File: src/rtl/conbus_sched5.sv
`timescale 1ns/1ps
// conbus_sched5: five-master shared-bus arbiter.
// A master keeps the bus while it holds its cyc line. Once it has completed
// QUOTA acknowledged transfers, it yields on a terminal (non-burst) ack if
// another master is waiting. A wait-state watchdog pulses timeout when the
// owner has strobed for TIMEOUT cycles without an ack. The watchdog never
// changes the grant.
module conbus_sched5 #(
  parameter int QUOTA   = 8,
  parameter int TIMEOUT = 1024
) (
  input  logic       sys_clk,
  input  logic       sys_rst,
  input  logic [4:0] req,
  input  logic       bus_stb,
  input  logic       bus_ack,
  input  logic [2:0] bus_cti,
  output logic [2:0] gnt,
  output logic       busy,
  output logic       timeout
);

  // The tenure counter saturates at QUOTA, so it needs to hold 0..QUOTA.
  // The wait counter wraps at TIMEOUT-1, so it needs to hold 0..TIMEOUT-1.
  localparam int QW = (QUOTA > 1) ? $clog2(QUOTA + 1) : 1;
  localparam int TW = (TIMEOUT > 2) ? $clog2(TIMEOUT) : 1;

  localparam logic [QW-1:0] Q_MAX  = QW'(QUOTA);
  localparam logic [QW-1:0] Q_LAST = QW'(QUOTA - 1);
  localparam logic [TW-1:0] T_LAST = TW'(TIMEOUT - 1);

  typedef enum logic {
    PARK = 1'b0,
    OWN  = 1'b1
  } state_t;

  state_t        state;
  logic [QW-1:0] tenure_cnt;
  logic [TW-1:0] wait_cnt;

  logic [2:0] any_idx;
  logic       any_found;
  logic [2:0] other_idx;
  logic       other_found;
  logic       terminal_cti;
  logic       preempt;
  logic       wait_cycle;

  // Index arithmetic modulo 5. base is always 0..4 and step is 1..5.
  function automatic logic [2:0] wrap_add(input logic [2:0] base, input int step);
    int sum;
    sum = int'(base) + step;
    if (sum >= 5) sum = sum - 5;
    return 3'(sum);
  endfunction

  // Cyclic search starting at gnt+1. any_* may end on gnt itself;
  // other_* skips the current owner and is used for preemption.
  always_comb begin
    // NOTE: every output of this block gets a default first so no path
    // leaves it unassigned, which would otherwise infer a latch.
    any_found   = 1'b0;
    any_idx     = gnt;
    other_found = 1'b0;
    other_idx   = gnt;
    // Walk from the farthest candidate to the nearest so the nearest wins.
    for (int k = 5; k >= 1; k--) begin
      if (req[wrap_add(gnt, k)]) begin
        any_found = 1'b1;
        any_idx   = wrap_add(gnt, k);
        if (k < 5) begin
          other_found = 1'b1;
          other_idx   = wrap_add(gnt, k);
        end
      end
    end
  end

  // cti 000 (classic) and 111 (end of burst) are the only safe hand-over points.
  assign terminal_cti = (bus_cti == 3'b000) || (bus_cti == 3'b111);
  assign preempt      = req[gnt] && bus_ack && terminal_cti &&
                        (tenure_cnt >= Q_LAST) && other_found;
  assign wait_cycle   = busy && bus_stb && !bus_ack;

  // Arbitration FSM with registered gnt/busy/timeout and both counters.
  always_ff @(posedge sys_clk or posedge sys_rst) begin
    // NOTE: state registers use non-blocking assignments so every read in
    // this block sees the pre-edge value, whatever the statement order.
    if (sys_rst) begin
      state      <= PARK;
      gnt        <= 3'd0;
      busy       <= 1'b0;
      timeout    <= 1'b0;
      tenure_cnt <= '0;
      wait_cnt   <= '0;
    end else begin
      timeout <= 1'b0;
      case (state)
        PARK: begin
          tenure_cnt <= '0;
          wait_cnt   <= '0;
          if (any_found) begin
            gnt   <= any_idx;
            state <= OWN;
            busy  <= 1'b1;
          end
        end
        OWN: begin
          if (!req[gnt]) begin
            // Release. A simultaneous ack is treated the same way.
            tenure_cnt <= '0;
            wait_cnt   <= '0;
            if (any_found) begin
              gnt <= any_idx;
            end else begin
              state <= PARK;
              busy  <= 1'b0;
            end
          end else if (preempt) begin
            gnt        <= other_idx;
            tenure_cnt <= '0;
            wait_cnt   <= '0;
          end else begin
            if (bus_ack && (tenure_cnt != Q_MAX)) begin
              tenure_cnt <= tenure_cnt + 1'b1;
            end
            if (wait_cycle) begin
              if (wait_cnt == T_LAST) begin
                wait_cnt <= '0;
                timeout  <= 1'b1;
              end else begin
                wait_cnt <= wait_cnt + 1'b1;
              end
            end else begin
              wait_cnt <= '0;
            end
          end
        end
      endcase
    end
  end

endmodule

File: config.mk
export PLATFORM = sky130hd
export DESIGN_NAME = conbus_sched5
export DESIGN_NICKNAME = d
export VERILOG_FILES = /design/src/rtl/conbus_sched5.sv
export SDC_FILE = /design/constraint.sdc
export NUM_CORES = 1
export LEC_CHECK = 0
export ABC_AREA = 1
export CORE_MARGIN = 4
export CORE_UTILIZATION = 58
export DETAILED_ROUTE_END_ITERATION = 10
export DONT_BUFFER_PORTS = 1
export GPL_TIMING_DRIVEN = 0
export PLACE_DENSITY = 0.76
export SLEW_MARGIN = 10
export SYNTH_ARGS = -nofsm -noshare
export SYNTH_HDL_FRONTEND = slang
export SYNTH_SLANG_ARGS = --single-unit
File: constraint.sdc
create_clock -name sys_clk -period 2.6 [get_ports sys_clk]
set_clock_uncertainty 0.1 [all_clocks]
set_input_delay 0.26 -clock sys_clk [delete_from_list [all_inputs] [get_ports sys_clk]]
set_output_delay 0.26 -clock sys_clk [all_outputs]
set_load 0.02 [all_outputs]
==> metrics.cfg <==
[critical_path]
critPathMaxStageDelay_ps = 500
r2r_slack_ps = -490
cp_common_cell = nand2_2
cp-end-kind = flip-flop
critPathKind = reg -> reg
reg2reg_to = gnt[0]$_DFFE_PP0P_
start_kind = flip-flop
cp.required_ps = 2650
critPathBufInv = 7
cp_max_fo = 6
reg2reg_depth = 19
path_cells = buf_6 -> inv_4 -> buf_8 -> ha_4 -> inv_2 -> fa_2 -> inv_4 -> buf_6 -> nand3_4 -> nand2_2 -> nand4_1 -> a21boi_4 -> buf_4 -> nand3_2 -> nand3_2 -> a21oi_2 -> nor2_2 -> nand2_2 -> nand2_2
regToRegStartpoint = gnt[0]$_DFFE_PP0P_
path_delay_family = buffers and inverters
crit_arrival_ps = 3140
crit_start = gnt[0]$_DFFE_PP0P_
cp_slowest_cell = dfrtp_2

[drt]
top_layer_used = met4
route.met3.wl_um = 526
ant_nets = 0
m1WireLength_mm = 2.997
drc = 0
dr.pass1.iters = 5
avgViaCountPerCell = 5.749
drt-initial-drc-count = 213
wirelength_mm = 6.704
vias = 2616
route.met2.wl_mm = 3.032
wl_per_cell_um = 14.73

[clock_network]
cts.sinks = 20
cts_max_level = 1
cts.path.max_buffers = 2
insertion_delay_ps = 260
cts_tree = built
cts-root-buf = clkbuf_8
numCtsBuffers = 3
path_clk_slew_ps = 70

[die]
rows = 22
die_area_um2 = 5080
start_util_pct = 61.58
die_w_um = 71.28
die_height_um = 71.28
core_um2 = 3771
ioPinCount = 17

[status]
failed_checks = negative setup slack
outcome = complete, but fails checks

[grt]
grt_pass1_vias = 2396
antenna_found_initial = 0
grt_overflow = 0
grt_max_degree = 21
grt_pass1_wl_mm = 11.18
grt_usage_pct = 26.96

[sta]
max_freq_mhz = 323.4
drv_slew = 0
hold_violations = 0
setup_slack_ps = -492.5
rsz0062_at_grt = true
fin_crit_sh_pct = 118.9
maxSlewHeadroom_pct = 50.42
worst_pin_slew_ps = 742.9
holdWs_ps = 149.9
final.min_clock_period_ps = 3092
setup-violations-final = 20

[logic_synthesis]
synth-main-ff-cell = dfrtp_1
synthDistinctLibCells = 33
ys_warn_count = 0
synth_nets = 407
ys_async_sr_fraction_pct = 100.0
synth-seq-cells = 20
syn-instance-count = 379
synth-edff-count = 0
syn_area_per_cell_um2 = 6.127
netlist_area_um2 = 2322
seq_area_frac_synth_pct = 21.55

[run]
cap_violations = 0

[placed_design]
dpl_worst_slack_ps = -722.2
port_buffers = 0
gp_congestion = 0.8872
dp.final_hpwl_mm = 4.535

[layout]
final_common_cell = nand2_1
insertedDiodeCount = 0
fillers = 264
syn2layout_area_growth_pct = 30.60
mostFrequentLayoutCells = nand2_1, nand3_1, inv_1
layout.nets = 436
drive_gt1_share_pct = 30.71

[worst_hold_path]
hold_start = bus_ack
hold_path_end = tenure_cnt[1]$_DFFE_PP0P_
whs_path_depth = 2
hold_class = in -> reg

[metrics by stage]
stage          area (µm²)  utilization, %  std cells  setup TNS, ps
2_1_floorplan        2381               -        379          -4568
3_3_place_gp         2441           64.73        427         -12200
3_5_place_dp         2441           64.73        427         -13120
4_1_cts              2830           75.05        451          -5770
5_1_grt              3033           80.42        455         -10860
6_report             3033           80.42        455          -7949
[sequential cells by signal, summed over array words and instances, names as in the netlist]
signal / flops
busy: 1
timeout: 1
wait_cnt: 10
gnt: 3
tenure_cnt: 4
state: 1
[worst max-delay path by stage]
stage / endpoint / cells past startpoint
after floorplan: timeout$_DFF_PP0_ / 19
after global placement: gnt[0]$_DFFE_PP0P_ / 18
after detailed placement: gnt[0]$_DFFE_PP0P_ / 18
after CTS: gnt[2]$_DFFE_PP0P_ / 22
after global routing: wait_cnt[8]$_DFF_PP0_ / 20
final: gnt[0]$_DFFE_PP0P_ / 19
[timing repair]
item                                    in CTS  in global routing
pin swaps                                   21                 21
hold buffers                                 1                  0
gates cloned                                 1                  0
endpoints found under the hold margin       20                  0
gates resized for setup                     44                 41
buffers inserted                            19                  4
endpoints found under the setup margin      20                 20
[per-layer routing]
metal	vias to the layer above	global-route usage, %
met4	0	5.846
met3	23	4.628
met2	124	41.84
met1	1164	39.37
li1	1305	-
met5	-	0
[synth_stat cells (3+ instances only)]
library cell    n  share of area, %
nand2_1       124                20
nand3_1        66                14
inv_1          46               7.4
nor2_1         28               4.5
dfrtp_1        20                22
ha_1           15               8.1
a21oi_1        11               2.4
o21ai_0        10               2.2
nand4_1         9               2.4
nand2_2         7               1.9
nor3_1          6               1.3
nand3_2         5               2.2
xor2_1          5               1.9
buf_6           3               1.5
inv_2           3              0.48
nor4_1          3              0.81
[area by class of cell]
cell class	instances	area, µm²	area share (%)
Timing Repair Buffer	24	192.7	6.353
Tap cell	48	60.06	1.980
Multi-Input combinational cell	306	1974	65.10
Buffer	4	48.80	1.609
Clock buffer	4	55.05	1.815
Sequential cell	20	509.2	16.79
Inverter	49	192.7	6.353
[kinds of logic (layout without fill, tap and decap cells)]
logic type | count (synthesis) | count (layout) | synth area share [%]
and+or+nand+nor | 254 | 255 | 49.73
buffers and inverters | 54 | 81 | 9.914
AOI/OAI and AO/OA | 29 | 29 | 7.597
DFF | 20 | 20 | 21.55
adders and majority gates | 16 | 16 | 8.944
xor gates and xnor gates | 6 | 6 | 2.263
Power is left out: the tool's default activity adds up to more than one toggle a clock period on the data nets, which glitch-free logic cannot reach.
